<file path="src/rtl/fa_coef_loader.sv">
// rtl/fa_coef_loader.sv - stream loader for the per-channel fA coefficient register file
// Coefficients arrive on a valid/ready stream; the layer datapath reads them back through a registered port.
module fa_coef_loader #(
    parameter int WIDTH_A = 12,
    parameter int DEPTH   = 80,
    parameter int WIDTH_D = 16
) (
    input  logic               clk,
    input  logic               rst,
    input  logic               start,
    input  logic               in_valid,
    input  logic [WIDTH_D-1:0] in_data,
    output logic               in_ready,
    output logic               busy,
    output logic               done,
    output logic               loaded,
    output logic [WIDTH_A-1:0] wr_count,
    input  logic               rd_en,
    input  logic [WIDTH_A-1:0] rd_addr,
    output logic [WIDTH_D-1:0] rd_data,
    output logic               rd_valid,
    output logic               rd_err
);

    typedef enum logic [1:0] {
        IDLE,
        LOAD,
        DONE
    } state_t;

    localparam int                 AW      = (DEPTH > 1) ? $clog2(DEPTH) : 1;
    localparam logic [WIDTH_A-1:0] LAST    = WIDTH_A'(DEPTH - 1);
    localparam logic [WIDTH_A:0]   DEPTH_X = (WIDTH_A + 1)'(DEPTH);

    state_t               state;
    logic [WIDTH_D-1:0]   mem [DEPTH];
    logic                 hs;
    logic                 rd_oob;
    logic [AW-1:0]        wr_idx;
    logic [AW-1:0]        rd_idx;

    assign in_ready = (state == LOAD);
    assign busy     = (state == LOAD);
    assign hs       = in_valid & in_ready;
    assign rd_oob   = ({1'b0, rd_addr} >= DEPTH_X);
    assign wr_idx   = wr_count[AW-1:0];
    assign rd_idx   = rd_addr[AW-1:0];

    // start is only honoured outside LOAD, so a final handshake always wins over a coincident start.
    always_ff @(posedge clk or posedge rst) begin
        if (rst) begin
            state    <= IDLE;
            done     <= 1'b0;
            loaded   <= 1'b0;
            wr_count <= '0;
        end else begin
            done <= 1'b0;
            case (state)
                IDLE, DONE: begin
                    if (start) begin
                        state    <= LOAD;
                        wr_count <= '0;
                        loaded   <= 1'b0;
                    end
                end
                LOAD: begin
                    if (hs) begin
                        wr_count <= wr_count + 1'b1;
                        if (wr_count == LAST) begin
                            state  <= DONE;
                            done   <= 1'b1;
                            loaded <= 1'b1;
                        end
                    end
                end
                default: state <= IDLE;
            endcase
        end
    end

    // Storage is intentionally not reset; a partial load survives rst.
    always_ff @(posedge clk) begin
        if (hs) begin
            mem[wr_idx] <= in_data;
        end
    end

    // Non-blocking read of mem gives read-before-write on a same-address collision.
    always_ff @(posedge clk or posedge rst) begin
        if (rst) begin
            rd_data  <= '0;
            rd_valid <= 1'b0;
            rd_err   <= 1'b0;
        end else begin
            rd_valid <= rd_en;
            rd_err   <= rd_en & rd_oob;
            if (rd_en) begin
                rd_data <= rd_oob ? '0 : mem[rd_idx];
            end
        end
    end

endmodule

</file>
<file path="config.mk">
export PLATFORM = sky130hd
export DESIGN_NAME = fa_coef_loader
export DESIGN_NICKNAME = d
export VERILOG_FILES = /design/src/rtl/fa_coef_loader.sv
export SDC_FILE = /design/constraint.sdc
export NUM_CORES = 1
export LEC_CHECK = 0
export CORE_MARGIN = 2
export CORE_UTILIZATION = 38
export CTS_CLUSTER_SIZE = 14
export DETAILED_ROUTE_END_ITERATION = 12
export GPL_ROUTABILITY_DRIVEN = 0
export HOLD_SLACK_MARGIN = 0.03
export PLACE_DENSITY = 0.59
export REMOVE_ABC_BUFFERS = 1
export SLEW_MARGIN = 20
export SYNTH_ARGS = -nofsm -noshare
export SYNTH_HDL_FRONTEND = slang
export SYNTH_SLANG_ARGS = --single-unit
</file>
<file path="constraint.sdc">
create_clock -name clk -period 2.1 [get_ports clk]
set_input_delay 0.42 -clock clk [delete_from_list [all_inputs] [get_ports clk]]
set_output_delay 0.42 -clock clk [all_outputs]
set_load 0.1 [all_outputs]
</file>
==> results.json, run 1 <==
{
  "synth_top_family_by_area": "multiplexers",
  "end_kind": "flop",
  "power.switching_w": 0.0132,
  "fin_nets": 2960,
  "synthAdderAreaFrac_pct": 0.0245,
  "syn_area_sq_mm": 0.0510,
  "antenna_found_initial": 4,
  "finalSetupViolations": 0,
  "ys_seq_elements": 1314,
  "drt_iter0_markers": 3334,
  "powerDensity_mw_per_mm2": 916,
  "synthCells": 2448,
  "initial_core_util_pct": 38.3,
  "period_share_pct": 98.5,
  "ctsLongestPathBuffers": 3,
  "criticalPathCategory": "reg -> reg",
  "yosysTopAreaCell": "edfxtp_1",
  "synth_mux_area_share_pct": 14.9,
  "yosysTopAreaCellShare_pct": 75.3,
  "rows": 134,
  "drt-total-wl_um": 137000,
  "path_cells": "mux4_2 > mux2i_4 > o21ai_0 > o211ai_1 > a31oi_1",
  "cts.htree.levels": 4,
  "core_sq_mm": 0.133,
  "grt_setup_unrepaired": "yes",
  "async_reset_ff_share_pct": 2.59,
  "relSlewSlack_pct": 48.0,
  "internal_power_w": 0.0437,
  "netSwitchingFraction_pct": 23.2,
  "p_seq_share_pct": 51.6,
  "irDropWorstVdd_mv": 0.866,
  "cts-root-buf": "clkbuf_16",
  "slowest_stage": "mux4_2",
  "crit_required_ps": 2700,
  "power_frac_comb_pct": 8.8,
  "clk_latency_ps": 750,
  "area_growth_pct": 21.7,
  "p_leak_nw": 20.4,
  "layout.cells.non_filler": 4797,
  "pwr-share-clk_pct": 39.7,
  "vias_per_cell": 5.58,
  "critPathLaunchType": "flop",
  "grt_max_degree": 81,
  "clkSinkCount": 1314,
  "tightest_slew_ps": 779,
  "die_w_um": 370,
  "wl_per_cell_um": 28.6,
  "ant_nets": 0,
  "status": "finished clean",
  "io_pins": 67,
  "synth-xor-area-share_pct": 0.172,
  "cts_tree": "done",
  "hold_viol": 0,
  "die-area_sq_mm": 0.137,
  "synth_simple_gate_area_share_pct": 3.18,
  "drv_slew": 0,
  "die_h_um": 370,
  "io_buffers": 66,
  "synthDistinctLibCells": 61,
  "yosysWarnings": 0,
  "grt-ovfl-total": 0,
  "synth.avg_cell_area_sq_um": 20.8,
  "tns_ps": 0,
  "synth_ff_type": "edfxtp_1",
  "period_needed_ps": 2070,
  "synth_common_cells": "1,280 x edfxtp_1, 268 x mux4_2, 118 x nor2_1",
  "drcViolationCount": 0,
  "drive_above_1_share_pct": 32.6,
  "yosysSeqAreaShare_pct": 77.0,
  "grt_pass1_vias": 27200,
  "synth_edf_count": 1280,
  "hold_path.class": "in -> reg",
  "num_vias": 26800,
  "post-route-util_pct": 46.6,
  "fmax_mhz": 483,
  "path_clk_slew_ps": 60,
  "first_pass_iters": 6,
  "skew_ps": 20.6,
  "ctsHoldBuffers": 0,
  "grt_pass1_wl_um": 196000,
  "synth.area.top_cells": "edfxtp_1 75%, mux4_2 12%, mux2i_1 1.9%, dfrtp_1 1.7%, mux2_2 1.1%",
  "arrival_ps": 2670,
  "cap_violations": 0,
  "cts_inserted_buffers": 136,
  "dpl.cell_count": 4555,
  "cp_max_fo": 1,
  "yosysMostFrequentCell": "edfxtp_1",
  "dp_hpwl_um": 87400,
  "reg2reg_setup_slack_ps": 30,
  "synth_compound_area_share_pct": 3.05,
  "slowest_delay_ps": 530,
  "grt_usage_pct": 20.1
}
## worst paths after layout
kind,from,end,cells after the start
max,mem[63][5],rd_data[5],5
min,in_data[13],mem[59][13],1
max reg2reg,mem[63][5],rd_data[5],5
min reg2reg,loaded,loaded,2
max in group asynchronous,rst,wr_count[1],3
min in group asynchronous,rst,rd_valid,3
## routing by layer
metal | vias to the layer above | share of wire [%] | track usage, % | routed length [um]
li1 | 11100 | - | - | -
met1 | 14300 | 43 | 28.5 | 58500
met2 | 1163 | 47 | 30.8 | 64000
met3 | 212 | 8.1 | 4.37 | 11100
met4 | 2 | 2.7 | 6.46 | 3760
met5 | - | 0.0095 | 0 | 13
## power by group through the flow
stage | registers [W] | clock network (W) | logic (W)
global route | 0.0294 | 0.0239 | 0.00522
CTS | 0.0293 | 0.0230 | 0.00497
detailed placement | 0.0299 | 0 | 0.00493
global placement | 0.0299 | 0 | 0.00488
finish | 0.0293 | 0.0226 | 0.00500
floorplan | 0.0302 | 0 | 0.00146
## layout by cell type, fill, tap and decap left out, types with 36 or more instances in the layout
cell	n
a21oi_1	36
buf_12	147
buf_4	297
clkbuf_16	138
edfxtp_1	1280
mux2_2	47
mux2i_1	92
mux4_2	268
nand2_1	95
nor2_1	112
nor2b_1	41
## flip-flops by register name, summed over array words and instances (netlist names)
name	count
rd_err	1
rd_valid	1
rd_data	16
state	2
mem	1280
loaded	1
wr_count	12
done	1
## cells by family after synthesis
logic type               Yosys count
AO/OA/AOI/OAI                    217
XOR/XNOR                          10
adder cells (fa/ha/maj)            1
buffers and inverters            144
flip-flops                      1314
multiplexers                     417
AND/OR/NAND/NOR                  345
## repair_timing
item                                    in CTS  in global routing
gates cloned                                 0                  1
endpoints found under the hold margin        0                  0
endpoints found under the setup margin       8                578
buffers inserted                             1                  1
pin swaps                                    3                  6
resized for setup                           11                 17
## area by class of cell
cell class	count	area (sq um)
Multi-Input combinational cell	990	11000
Fill cell	11000	71200
Timing Repair Buffer	476	5460
Antenna cell	1	2.50
Sequential cell	1314	39300
Inverter	8	30.0
Clock inverter	70	564
Clock buffer	170	3550
Tap cell	1768	2210
## critical path, delay by kind of cell, from the launching register on
kind            cells  cell delay (ps)
flops               1              370
compound gates      3              780
mux                 2              770
## per-stage QoR
stage | cell area, sq um | setup slack, ps | total power (W) | hold WS, ps
6_report | 62100 | 31.0 | 0.0569 | 84.3
5_1_grt | 62100 | -21.4 | 0.0585 | 70.3
4_1_cts | 62000 | 2.76 | 0.0573 | 55.8
3_5_place_dp | 57800 | -925 | 0.0348 | 514
3_3_place_gp | 57800 | -925 | 0.0347 | 469
2_1_floorplan | 50200 | -1510 | 0.0317 | 451
No activity file was read; power rests on OpenSTA's default activity.
==> run 2, diff against run 1 <==
--- a/config.mk
+++ b/config.mk
@@ -5,12 +5,14 @@
 export SDC_FILE = /design/constraint.sdc
 export NUM_CORES = 1
 export LEC_CHECK = 0
+export CAP_MARGIN = 20
 export CORE_MARGIN = 2
 export CORE_UTILIZATION = 38
 export CTS_CLUSTER_SIZE = 14
 export DETAILED_ROUTE_END_ITERATION = 12
 export GPL_ROUTABILITY_DRIVEN = 0
 export HOLD_SLACK_MARGIN = 0.03
+export MAX_ROUTING_LAYER = met4
 export PLACE_DENSITY = 0.59
 export REMOVE_ABC_BUFFERS = 1
 export SLEW_MARGIN = 20
==> run 2 against run 1 <==
Effect of this change: cell count hardly changed; clock power hardly changed; register-to-register slack hardly changed; core utilization hardly changed; design area hardly changed; count of clock-buffer cells in the layout stayed put; setup slack worse by 1.1 ps; total power hardly changed; via count hardly changed; global-route usage is 0.63 points higher; maximum frequency hardly changed; critical path type unchanged; highest routed layer is now met4.
==> results.json, run 2 (synthesis results as in run 1) <==
{
  "criticalPathCategory": "reg -> reg",
  "pre_cts_slack_ps": -925,
  "layout.cells.non_filler": 4798,
  "cp_max_fo": 1,
  "ctsLongestPathBuffers": 3,
  "initial_core_util_pct": 38.3,
  "finalSetupViolations": 0,
  "ctsHoldBuffers": 0,
  "grt_usage_pct": 20.7,
  "dp_hpwl_um": 87400,
  "mostFrequentLayoutCell": "edfxtp_1",
  "p_leak_nw": 20.4,
  "die_w_um": 370,
  "multi_input_area_sq_mm": 0.0110,
  "powerDensity_mw_per_mm2": 917,
  "r2r_end": "rd_data[15]",
  "reg2reg_setup_slack_ps": 30,
  "grt_pass1_vias": 27200,
  "first_pass_iters": 6,
  "clkSinkCount": 1314,
  "drt-total-wl_um": 138000,
  "fin_nets": 2960,
  "tns_ps": 0,
  "cap_violations": 0,
  "relSlewSlack_pct": 47.7,
  "cts_inserted_buffers": 136,
  "drcViolationCount": 0,
  "critPathLaunchType": "flop",
  "grt_pass1_wl_um": 197000,
  "status": "finished clean",
  "drive_above_1_share_pct": 32.6,
  "area_growth_pct": 21.8,
  "io_pins": 67,
  "core_sq_mm": 0.133,
  "grt_max_degree": 81,
  "largest_register": "mem",
  "wl_per_cell_um": 28.7,
  "reg.largest.list": "mem (1280), rd_data (16), wr_count (12)",
  "irDropWorstVdd_mv": 0.865,
  "crit_required_ps": 2690,
  "period_share_pct": 98.6,
  "hold_path.class": "in -> reg",
  "antenna_found_initial": 5,
  "power_w": 0.0569,
  "num_vias": 26800,
  "register_area_sq_mm": 0.0393,
  "end_kind": "flop",
  "cts_tree": "done",
  "period_needed_ps": 2070,
  "drv_slew": 0,
  "dpl.cell_count": 4555,
  "fmax_mhz": 483,
  "min_to": "mem[54][13]",
  "clk_latency_ps": 760,
  "skew_ps": 21.7,
  "worst_slack_ps": 29.9,
  "hold_viol": 0,
  "final_cell_mix": "1,280 x edfxtp_1, 297 x buf_4, 268 x mux4_2",
  "io_buffers": 66,
  "tightest_slew_ps": 783,
  "drt_iter0_markers": 3421,
  "hp-start": "in_data[13]",
  "fillers": 11000,
  "largest_reg_flops": 1280,
  "path_clk_slew_ps": 60,
  "timing.rr.start": "mem[45][15]",
  "cts-root-buf": "clkbuf_16",
  "ant_nets": 0,
  "whs_ps": 79.2,
  "rows": 134,
  "die_h_um": 370,
  "die-area_sq_mm": 0.137,
  "hold_depth": 1,
  "cts.htree.levels": 4,
  "grt_setup_unrepaired": "yes",
  "arrival_ps": 2660,
  "reg2regPathDepth": 6,
  "vias_per_cell": 5.58,
  "grt-ovfl-total": 0
}
==> run 2: cell count changes in the layout (fill, tap and decap cells not counted) <==
cell | previous run | this run
a211oi_2 | 2 | 1
nor2_1 | 112 | 111
mux2_2 | 47 | 46
diode_2 | 1 | 2
nor2_2 | 6 | 7
mux2_4 | 1 | 2
a211oi_4 | 0 | 1
==> run 2: report_power, final <==
part | total (W) | internal, W | switching [W]
combinational | 0.00501 | 0.00192 | 0.00309
sequential | 0.0293 | 0.0292 | 0.000138
clock | 0.0226 | 0.0126 | 0.0100
==> run 2: repair_timing <==
item	in CTS	in global routing
endpoints found under the setup margin	8	579
cloned	0	1
resized for setup	11	20
pin swaps	3	7
setup buffers	1	1
==> run 2: worst max-delay path by stage <==
stage / from / end / cells after the start
floorplan: state[1] / state[1] / 3
global placement: rd_addr[0] / rd_data[12] / 9
detailed placement: rd_addr[0] / rd_data[12] / 9
CTS: mem[43][7] / rd_data[7] / 6
global route: wr_count[6] / mem[63][6] / 6
finish: mem[45][15] / rd_data[15] / 6
==> run 2: layout make-up <==
class / instances / share of cell area [%]
sequential: 1314 / 63.2
inverter: 8 / 0.0483
multi-input combinational: 990 / 17.7
tap: 1768 / 3.56
clock inverter: 70 / 0.908
antenna: 2 / 0.00806
clock buffer: 170 / 5.72
timing repair buffer: 476 / 8.79
==> run 2: routing by layer <==
metal	vias to the layer above	global-route usage, %	share of wire, %
li1	11100	-	-
met1	14200	28.6	42
met2	1207	30.9	47
met3	224	4.24	8.6
met4	0	6.36	2.7
met5	-	-	0
==> run 2: per-stage QoR <==
| stage | area (sq um) | utilization [%] |
|---|---|---|
| finish | 62100 | 46.6 |
| global route | 62100 | 46.6 |
| CTS | 62000 | 46.5 |
| detailed placement | 57800 | 43.4 |
| global placement | 57800 | 43.4 |
| floorplan | 50200 | - |
==> run 2: worst max-delay path, stage by stage, from the launching register on <==
cell,delay [ps]
edfxtp_1,360
mux4_2,470
o22ai_2,170
buf_4,170
o211ai_1,160
o211ai_1,350
a41oi_1,220
